**src/rtl/reset_request_ctrl.sv**
```systemverilog
// reset_request_ctrl: merges button, watchdog and keyed sw reset sources
// into one fixed-length request pulse. Watchdog built only with RESET_WDT_EN.
module reset_request_ctrl #(
  parameter int         WDT_WIDTH = 16,
  parameter int         PULSE_LEN = 8,
  parameter logic [7:0] SW_KEY    = 8'hA5
) (
  input  logic                 clk,
  input  logic                 reset_in_n,
  input  logic                 ext_req_n,
  input  logic                 wdt_en,
  input  logic                 wdt_kick,
  input  logic [WDT_WIDTH-1:0] wdt_timeout,
  input  logic                 sw_req,
  input  logic [7:0]           sw_key,
  input  logic                 sys_rst_n,
  input  logic                 cause_clr,
  output logic                 rst_req,
  output logic [2:0]           cause,
  output logic                 busy,
  output logic                 key_err
);

  localparam int PCW = (PULSE_LEN > 1) ? $clog2(PULSE_LEN) : 1;
  localparam logic [PCW-1:0] PLOAD = PCW'(PULSE_LEN - 1);

  localparam logic [1:0] S_IDLE   = 2'd0;
  localparam logic [1:0] S_ASSERT = 2'd1;
  localparam logic [1:0] S_WAIT   = 2'd2;

  logic           r_ext_s1;
  logic           r_ext_s2;
  logic [1:0]     r_state;
  logic [PCW-1:0] r_pcnt;
  logic           r_seen_low;
  logic           r_rst_req;
  logic           r_busy;
  logic [2:0]     r_cause;
  logic           r_key_err;

  logic           w_ext_trig;
  logic           w_sw_trig;
  logic           w_wdt_trig;
  logic           w_key_bad;
  logic           w_fire;
  logic           w_rel_done;
  logic [1:0]     w_state_nxt;
  logic [PCW-1:0] w_pcnt_nxt;
  logic           w_seen_nxt;

  // Button passes through a 2-flop synchronizer, idle-high
  always_ff @(posedge clk or negedge reset_in_n) begin
    if (!reset_in_n) begin
      r_ext_s1 <= 1'b1;
      r_ext_s2 <= 1'b1;
    end else begin
      r_ext_s1 <= ext_req_n;
      r_ext_s2 <= r_ext_s1;
    end
  end

  assign w_ext_trig = ~r_ext_s2;
  assign w_sw_trig  = sw_req & (sw_key == SW_KEY);
  assign w_key_bad  = sw_req & (sw_key != SW_KEY);
  assign w_rel_done = (r_state == S_WAIT) & r_seen_low & sys_rst_n;

`ifdef RESET_WDT_EN
  logic [WDT_WIDTH-1:0] r_wdt_cnt;
  logic                 r_wdt_en_d;
  logic                 w_wdt_load;

  assign w_wdt_load = wdt_kick | (wdt_en & ~r_wdt_en_d) | w_rel_done;
  assign w_wdt_trig = wdt_en & ~wdt_kick & (r_wdt_cnt == '0);

  // Watchdog: reload on kick/enable/release, count down only while idle
  always_ff @(posedge clk or negedge reset_in_n) begin
    if (!reset_in_n) begin
      r_wdt_cnt  <= '1;
      r_wdt_en_d <= 1'b0;
    end else begin
      r_wdt_en_d <= wdt_en;
      if (w_wdt_load)
        r_wdt_cnt <= wdt_timeout;
      else if (wdt_en && (r_state == S_IDLE) && (r_wdt_cnt != '0))
        r_wdt_cnt <= r_wdt_cnt - 1'b1;
    end
  end
`else
  logic w_unused;
  assign w_unused   = &{1'b0, wdt_en, wdt_kick, wdt_timeout};
  assign w_wdt_trig = 1'b0;
`endif

  assign w_fire = (r_state == S_IDLE) & (w_ext_trig | w_sw_trig | w_wdt_trig);

  // Next-state for the request sequencer
  always_comb begin
    w_state_nxt = r_state;
    w_pcnt_nxt  = r_pcnt;
    w_seen_nxt  = r_seen_low;
    case (r_state)
      S_IDLE: begin
        if (w_fire) begin
          w_state_nxt = S_ASSERT;
          w_pcnt_nxt  = PLOAD;
        end
      end
      S_ASSERT: begin
        if (r_pcnt == '0)
          w_state_nxt = S_WAIT;
        else
          w_pcnt_nxt = r_pcnt - 1'b1;
      end
      S_WAIT: begin
        if (w_rel_done) begin
          w_state_nxt = S_IDLE;
          w_seen_nxt  = 1'b0;
        end else if (!sys_rst_n) begin
          w_seen_nxt = 1'b1;
        end
      end
      default: w_state_nxt = S_IDLE;
    endcase
  end

  // State plus outputs registered together from the next state
  always_ff @(posedge clk or negedge reset_in_n) begin
    if (!reset_in_n) begin
      r_state    <= S_IDLE;
      r_pcnt     <= '0;
      r_seen_low <= 1'b0;
      r_rst_req  <= 1'b0;
      r_busy     <= 1'b0;
    end else begin
      r_state    <= w_state_nxt;
      r_pcnt     <= w_pcnt_nxt;
      r_seen_low <= w_seen_nxt;
      r_rst_req  <= (w_state_nxt == S_ASSERT);
      r_busy     <= (w_state_nxt != S_IDLE);
    end
  end

  // Sticky cause; a new set beats a same-cycle clear
  always_ff @(posedge clk or negedge reset_in_n) begin
    if (!reset_in_n) begin
      r_cause <= 3'b000;
    end else if (w_fire) begin
      r_cause <= (cause_clr ? 3'b000 : r_cause)
               | {w_sw_trig, w_wdt_trig, w_ext_trig};
    end else if (cause_clr) begin
      r_cause <= 3'b000;
    end
  end

  // One-cycle flag for a software request with the wrong key
  always_ff @(posedge clk or negedge reset_in_n) begin
    if (!reset_in_n)
      r_key_err <= 1'b0;
    else
      r_key_err <= w_key_bad;
  end

  assign rst_req = r_rst_req;
  assign busy    = r_busy;
  assign cause   = r_cause;
  assign key_err = r_key_err;

endmodule

```
**config.mk**
```make
export PLATFORM = sky130hd
export DESIGN_NAME = reset_request_ctrl
export DESIGN_NICKNAME = d
export VERILOG_FILES = /design/src/rtl/reset_request_ctrl.sv
export SDC_FILE = /design/constraint.sdc
export NUM_CORES = 1
export LEC_CHECK = 0
export CORE_MARGIN = 3
export CORE_UTILIZATION = 37
export DETAILED_ROUTE_END_ITERATION = 8
export HOLD_SLACK_MARGIN = 0.06
export PLACE_DENSITY = 0.9
export SYNTH_ARGS = -nofsm -noshare
export SYNTH_HDL_FRONTEND = slang
export SYNTH_SLANG_ARGS = --single-unit
```
**constraint.sdc**
```tcl
create_clock -name clk -period 1.98 [get_ports clk]
set_input_delay 0.396 -clock clk [delete_from_list [all_inputs] [get_ports clk]]
set_output_delay 0.396 -clock clk [all_outputs]
set_load 0.02 [all_outputs]
```
## Yosys cells after proc, flatten, opt, wreduce, memory -nomap -nowiden

Cells that the tools add are included.

| word-level totals | value |
|---|---|
| register bits after elaboration | 14 |
| logic and storage cells | 43 |

| operators by class | value |
|---|---|
| $add $sub $neg | 1 |
| equality and inequality tests | 8 |
| muxes and demuxes | 11 |
| bitwise gates (word level) | 8 |
| reduce and logical (&&, ||, !) cells | 6 |

Operator list:

| cell | count |
|---|---|
| two-way mux 3 bit | 4 |
| equality test 8 bit (second input constant) | 1 |
| != test 8 bit (second input constant) | 1 |
| two-way mux 2 bit | 3 |
| case mux 2 bit (3 select lines) | 1 |
| case mux 3 bit (2 select lines) | 1 |
| bitwise AND 1 bit | 5 |
| equality test 2 x 1 -> 1 bit (second input constant) | 2 |
| != test 2 bit (second input constant) | 2 |
| nonzero test 2 bit | 2 |
| logical NOT 3 bit | 1 |
| OR 3 bit | 1 |
| AND reduction 3 bit | 1 |
| subtractor 3 x 1 -> 3 bit (second input constant) | 1 |
| equality test 2 bit (second input constant) | 1 |
| logical NOT 2 bit | 1 |
| two-way mux 1 bit | 2 |
| != test 2 x 1 -> 1 bit (second input constant) | 1 |
| AND reduction 2 bit | 1 |
| inverter 1 bit | 1 |
| OR 1 bit | 1 |

## Logic depth before layout (Yosys ltp)

| depth | value |
|---|---|
| word-level depth | 7 |
| depth in mapped cells | 5 |
| mapped depth without buffers | 5 |

## Worst setup path before layout

No wires, ideal clock.

| timing path | value |
|---|---|
| path kind | in2reg |
| start | in sw_key[3] |
| end | reg r_pcnt[1] |
| library setup time | 86 ps |
| data arrival time | 1026 ps |
| required time | 1894 ps |
| slack | 868 ps |
| stages | 3 |
| cells stage by stage | and4bb_2 -> nand4_4 -> a32oi_1 |

| on the way | value |
|---|---|
| word-level cells in the longest chain between the ends | 6 |

RTL lines:

| what | line | RTL |
|---|---|---|
| start, declared | 15 | `input logic [7:0] sw_key,` |
| equality test 8 bit | 63 | `assign w_sw_trig = sw_req & (sw_key == SW_KEY);` |
| bitwise AND 1 bit | 63 |  |
| OR 1 bit | 94 | `assign w_fire = (r_state == S_IDLE) & (w_ext_trig \| w_sw_trig \| w_wdt_trig);` |
| bitwise AND 1 bit | 94 |  |
| != test 2 bit (no source line) | n/a |  |
| AND reduction 3 bit (no source line) | n/a |  |
| end signal, assigned | 136 | `r_pcnt <= w_pcnt_nxt;` |
| end, declared | 34 | `logic [PCW-1:0] r_pcnt;` |

Every way passes these cells.
A chain may end at the register's enable or synchronous reset.

## Final worst setup path

| timing path | value |
|---|---|
| start | reg r_cause[2], in the netlist cause[2] |
| end | out cause[2] |

RTL lines:

| what | line | RTL |
|---|---|---|
| start, declared | 38 | `logic [2:0] r_cause;` |
| start signal, assigned | 148 | `r_cause <= (cause_clr ? 3'b000 : r_cause)` |
| end, declared | 19 | `output logic [2:0] cause,` |

No word-level cell between the ends.

==> summary.md <==
| Metric | Value |
|---|---|
| Most frequent cells in the layout | `clkdlybuf4s50_1, dfrtp_1, inv_1, nand2_1, clkbuf_4` |
| Initial antenna violation count | `0` |
| Area Overhead vs Synth | `37.3%` |
| I/O pins | `38` |
| # rows | `13` |
| Synth Area in Simple Gates | `22.7%` |
| Gp weighted congestion | `0.738` |
| Setup TNS Final | `0 ns` |
| Sw frac | `34.7%` |
| Fillers | `116` |
| Port-buffer cells | `18` |
| WP data arrival | `1.23 ns` |
| Peak Freq | `614 MHz` |
| Post-CTS Repair Setup Buffers | `0` |
| Critical Path RT | `1.58 ns` |
| DRC | `0` |
| Clock network power share | `18.9%` |
| PwrDens | `1110 mW/mm2` |
| Die height | `45.7 um` |
| Hold WS | `0.359 ns` |
| Most common cell after layout, fill and taps aside | `clkdlybuf4s50_1` |
| Unrepaired setup endpoints after global routing | `no` |
| Max incr delay on CP | `0.60 ns` |
| CTS buffer count | `3` |
| Post-DR wirelength/cell | `13.4 um` |
| Family with the most delay on the worst path | `buffers and inverters` |
| Synth Area in XOR/XNOR | `0%` |
| Outcome | `finished, final reports clean` |
| Total core area | `0.00138 mm2` |
| Post-Syn Instances | `52` |
| Critical path depth | `1` |
| Worst path bufs/invs | `1` |
| Post-synthesis compound-gate area fraction | `11.8%` |
| Hold Path Depth | `0` |
| Crit-path slowest cell | `clkdlybuf4s50_1` |
| Cell-internal power | `0.582 mW` |
| Distinct cells, synth | `25` |
| Final wirelength | `1180 um` |
| DIE AREA | `0.00209 mm2` |
| Rel. slew slack | `62.7%` |
| Clock latency on the worst-skew pair | `0.28 ns` |
| Setup Skew | `0.00117 ns` |
| #FFs+latches synth | `13` |
| Largest family of logic cells by synthesized area | `simple AND/OR/NAND/NOR gates` |
| CTS tree | `yes` |
| Drt via density | `5.38` |
| Psw | `0.309 mW` |
| Flop pwr share | `43.4%` |
| ANT cells | `0` |
| NumNets Final | `108` |
| Fin. max-slew vios | `0` |
| Post-DRT Antenna Nets | `0` |
| Crit. End Element | `primary output` |
| Synth warn | `0` |
| Critical Path Source Type | `flop` |
| Root Driver | `clkbuf_4` |
| Hold Fails Final Rpt | `0` |
| Tmin final | `1.63 ns` |
| Max-Cap Viols | `0` |
| Adder-cell share of the synthesized area | `4.28%` |
| Comb pwr share | `37.7%` |
| TritonRoute pass-1 iters | `4` |
| Post-synthesis sequential area ratio | `56.1%` |
| Syn nets | `86` |
| Peak VDD IR | `0.530 mV` |
| Die width | `45.7 um` |
| Worst slew pin tran | `0.557 ns` |
| Starting Density | `42.3%` |
| Overall routing resource usage | `14.0%` |
| DRT iter0 DRCs | `7` |
| Clk slew on worst S/H paths | `0.08 ns` |
| Vias in the first global route | `481` |
| CTS resizes | `0` |
| Crit path max fanout | `2` |
| Kind of critical path | `flop to primary output` |
| Setup violations, final | `0` |
| Global route overflow | `0` |
| Min-delay worst type | `flop to flop` |
| Worst r2r path cells | `5` |
| First-pass GRT wire length | `1970 um` |
| Num Clock Sinks | `13` |
| Crit share post-route | `82.2%` |
| Mapped Area | `584 um2` |
| Cell Chain, Critical Path | `clkdlybuf4s50_1` |
| Leakage | `0.345 nW` |
| Largest net degree at the start of global routing | `14` |
| Max Root-Sink Buffers | `2` |
| Post-synthesis mux area share | `0%` |
| Hpwl dp | `890 um` |
| H-Tree Depth | `1` |
| Vias after detailed routing | `473` |
| CTS Hold Buffers Added | `0` |
| Fraction of layout cells with a size suffix above 1 | `11.0%` |
| Mean Syn Cell Area | `11.2 um2` |
## sequential cells by signal, summed over array words and instances (netlist names)
name	count
rst_req	1
r_ext_s2	1
r_ext_s1	1
cause	2
busy	1
r_seen_low	1
r_state	2
key_err	1
r_pcnt	3
## cells in the mapped netlist, drive strengths merged
cell | n | area share, %
and4bb | 2 | 4.3
dfstp | 2 | 9.0
a21boi | 1 | 1.3
nand2 | 5 | 3.2
a21oi | 1 | 0.86
nand3b | 1 | 1.3
inv | 5 | 3.2
o32ai | 1 | 1.5
nor2b | 1 | 1.1
ha | 2 | 4.3
nor2 | 2 | 1.3
nand4 | 2 | 4.7
a2bb2oi | 1 | 1.5
a31oi | 2 | 2.1
nor3 | 2 | 1.7
nand2b | 2 | 2.1
nand3 | 2 | 1.7
buf | 1 | 1.3
a21o | 1 | 1.3
a32oi | 1 | 1.5
dfrtp | 11 | 47
o21ai | 2 | 1.7
or2b | 1 | 1.3
conb | 1 | 0.64
## power by group through the flow
stage          clock network (mW)  logic [mW]  registers [mW]
4_1_cts                     0.178       0.337           0.387
3_3_place_gp                    0       0.319           0.386
2_1_floorplan                   0       0.200           0.407
6_report                    0.169       0.336           0.386
5_1_grt                     0.188       0.378           0.399
3_5_place_dp                    0       0.335           0.392
## worst reg2reg max path, cell delays in order (launching register included)
cell	delay (ns)
dfrtp_1	0.33
inv_1	0.07
ha_1	0.25
nand3b_1	0.10
nand3_1	0.18
a32oi_1	0.24
## per-stage QoR
stage / std cells / setup slack (ns) / instance area [um2] / utilization, % / power [mW]
2_1_floorplan: 52 / 0.868 / 584 / - / 0.607
3_3_place_gp: 84 / 0.384 / 776 / 56.1 / 0.704
3_5_place_dp: 84 / 0.373 / 776 / 56.1 / 0.727
4_1_cts: 88 / 0.329 / 802 / 58.0 / 0.902
5_1_grt: 88 / 0.283 / 802 / 58.0 / 0.965
6_report: 88 / 0.352 / 802 / 58.0 / 0.891
## final timing paths
check,slack (ns),startpoint,to
worst min register to register,0.36,r_ext_s1,r_ext_s2
worst max register to register,0.73,r_pcnt[0],r_pcnt[1]
max in group asynchronous,1.14,reset_in_n,r_ext_s1
worst max-delay path,0.35,cause[2],cause[2]
worst min-delay path,0.36,r_ext_s1,r_ext_s2
min in group asynchronous,0.47,reset_in_n,r_pcnt[1]
## routing by layer
layer  GRT usage, %  wire [um]  vias to the layer above
li1               -          -                      221
met5              0          0                        -
met4           11.9         17                        0
met1           15.4        441                      222
met3           4.35        138                        2
met2           21.7        586                       28
## final cells by class
type                    instances  area [um2]  share of cell area [%]
clock buffers                   4        26.3                    3.28
multi-input cells              33         230                    28.7
repair buffers                 18         180                    22.5
inverters                       5        18.8                    2.34
well taps                      15        18.8                    2.34
flip-flops and latches         13         328                    40.9
## cell families (layout without fill, tap and decap cells)
| kind of cell | count (synthesis) | count (layout) |
|---|---|---|
| AND/OR/NAND/NOR | 20 | 20 |
| buffers and inverters | 6 | 27 |
| other | 1 | 1 |
| AO/OA/AOI/OAI | 10 | 10 |
| adder cells (fa/ha/maj) | 2 | 2 |
| flip-flops | 13 | 13 |
(Power assumes the default switching activity.)
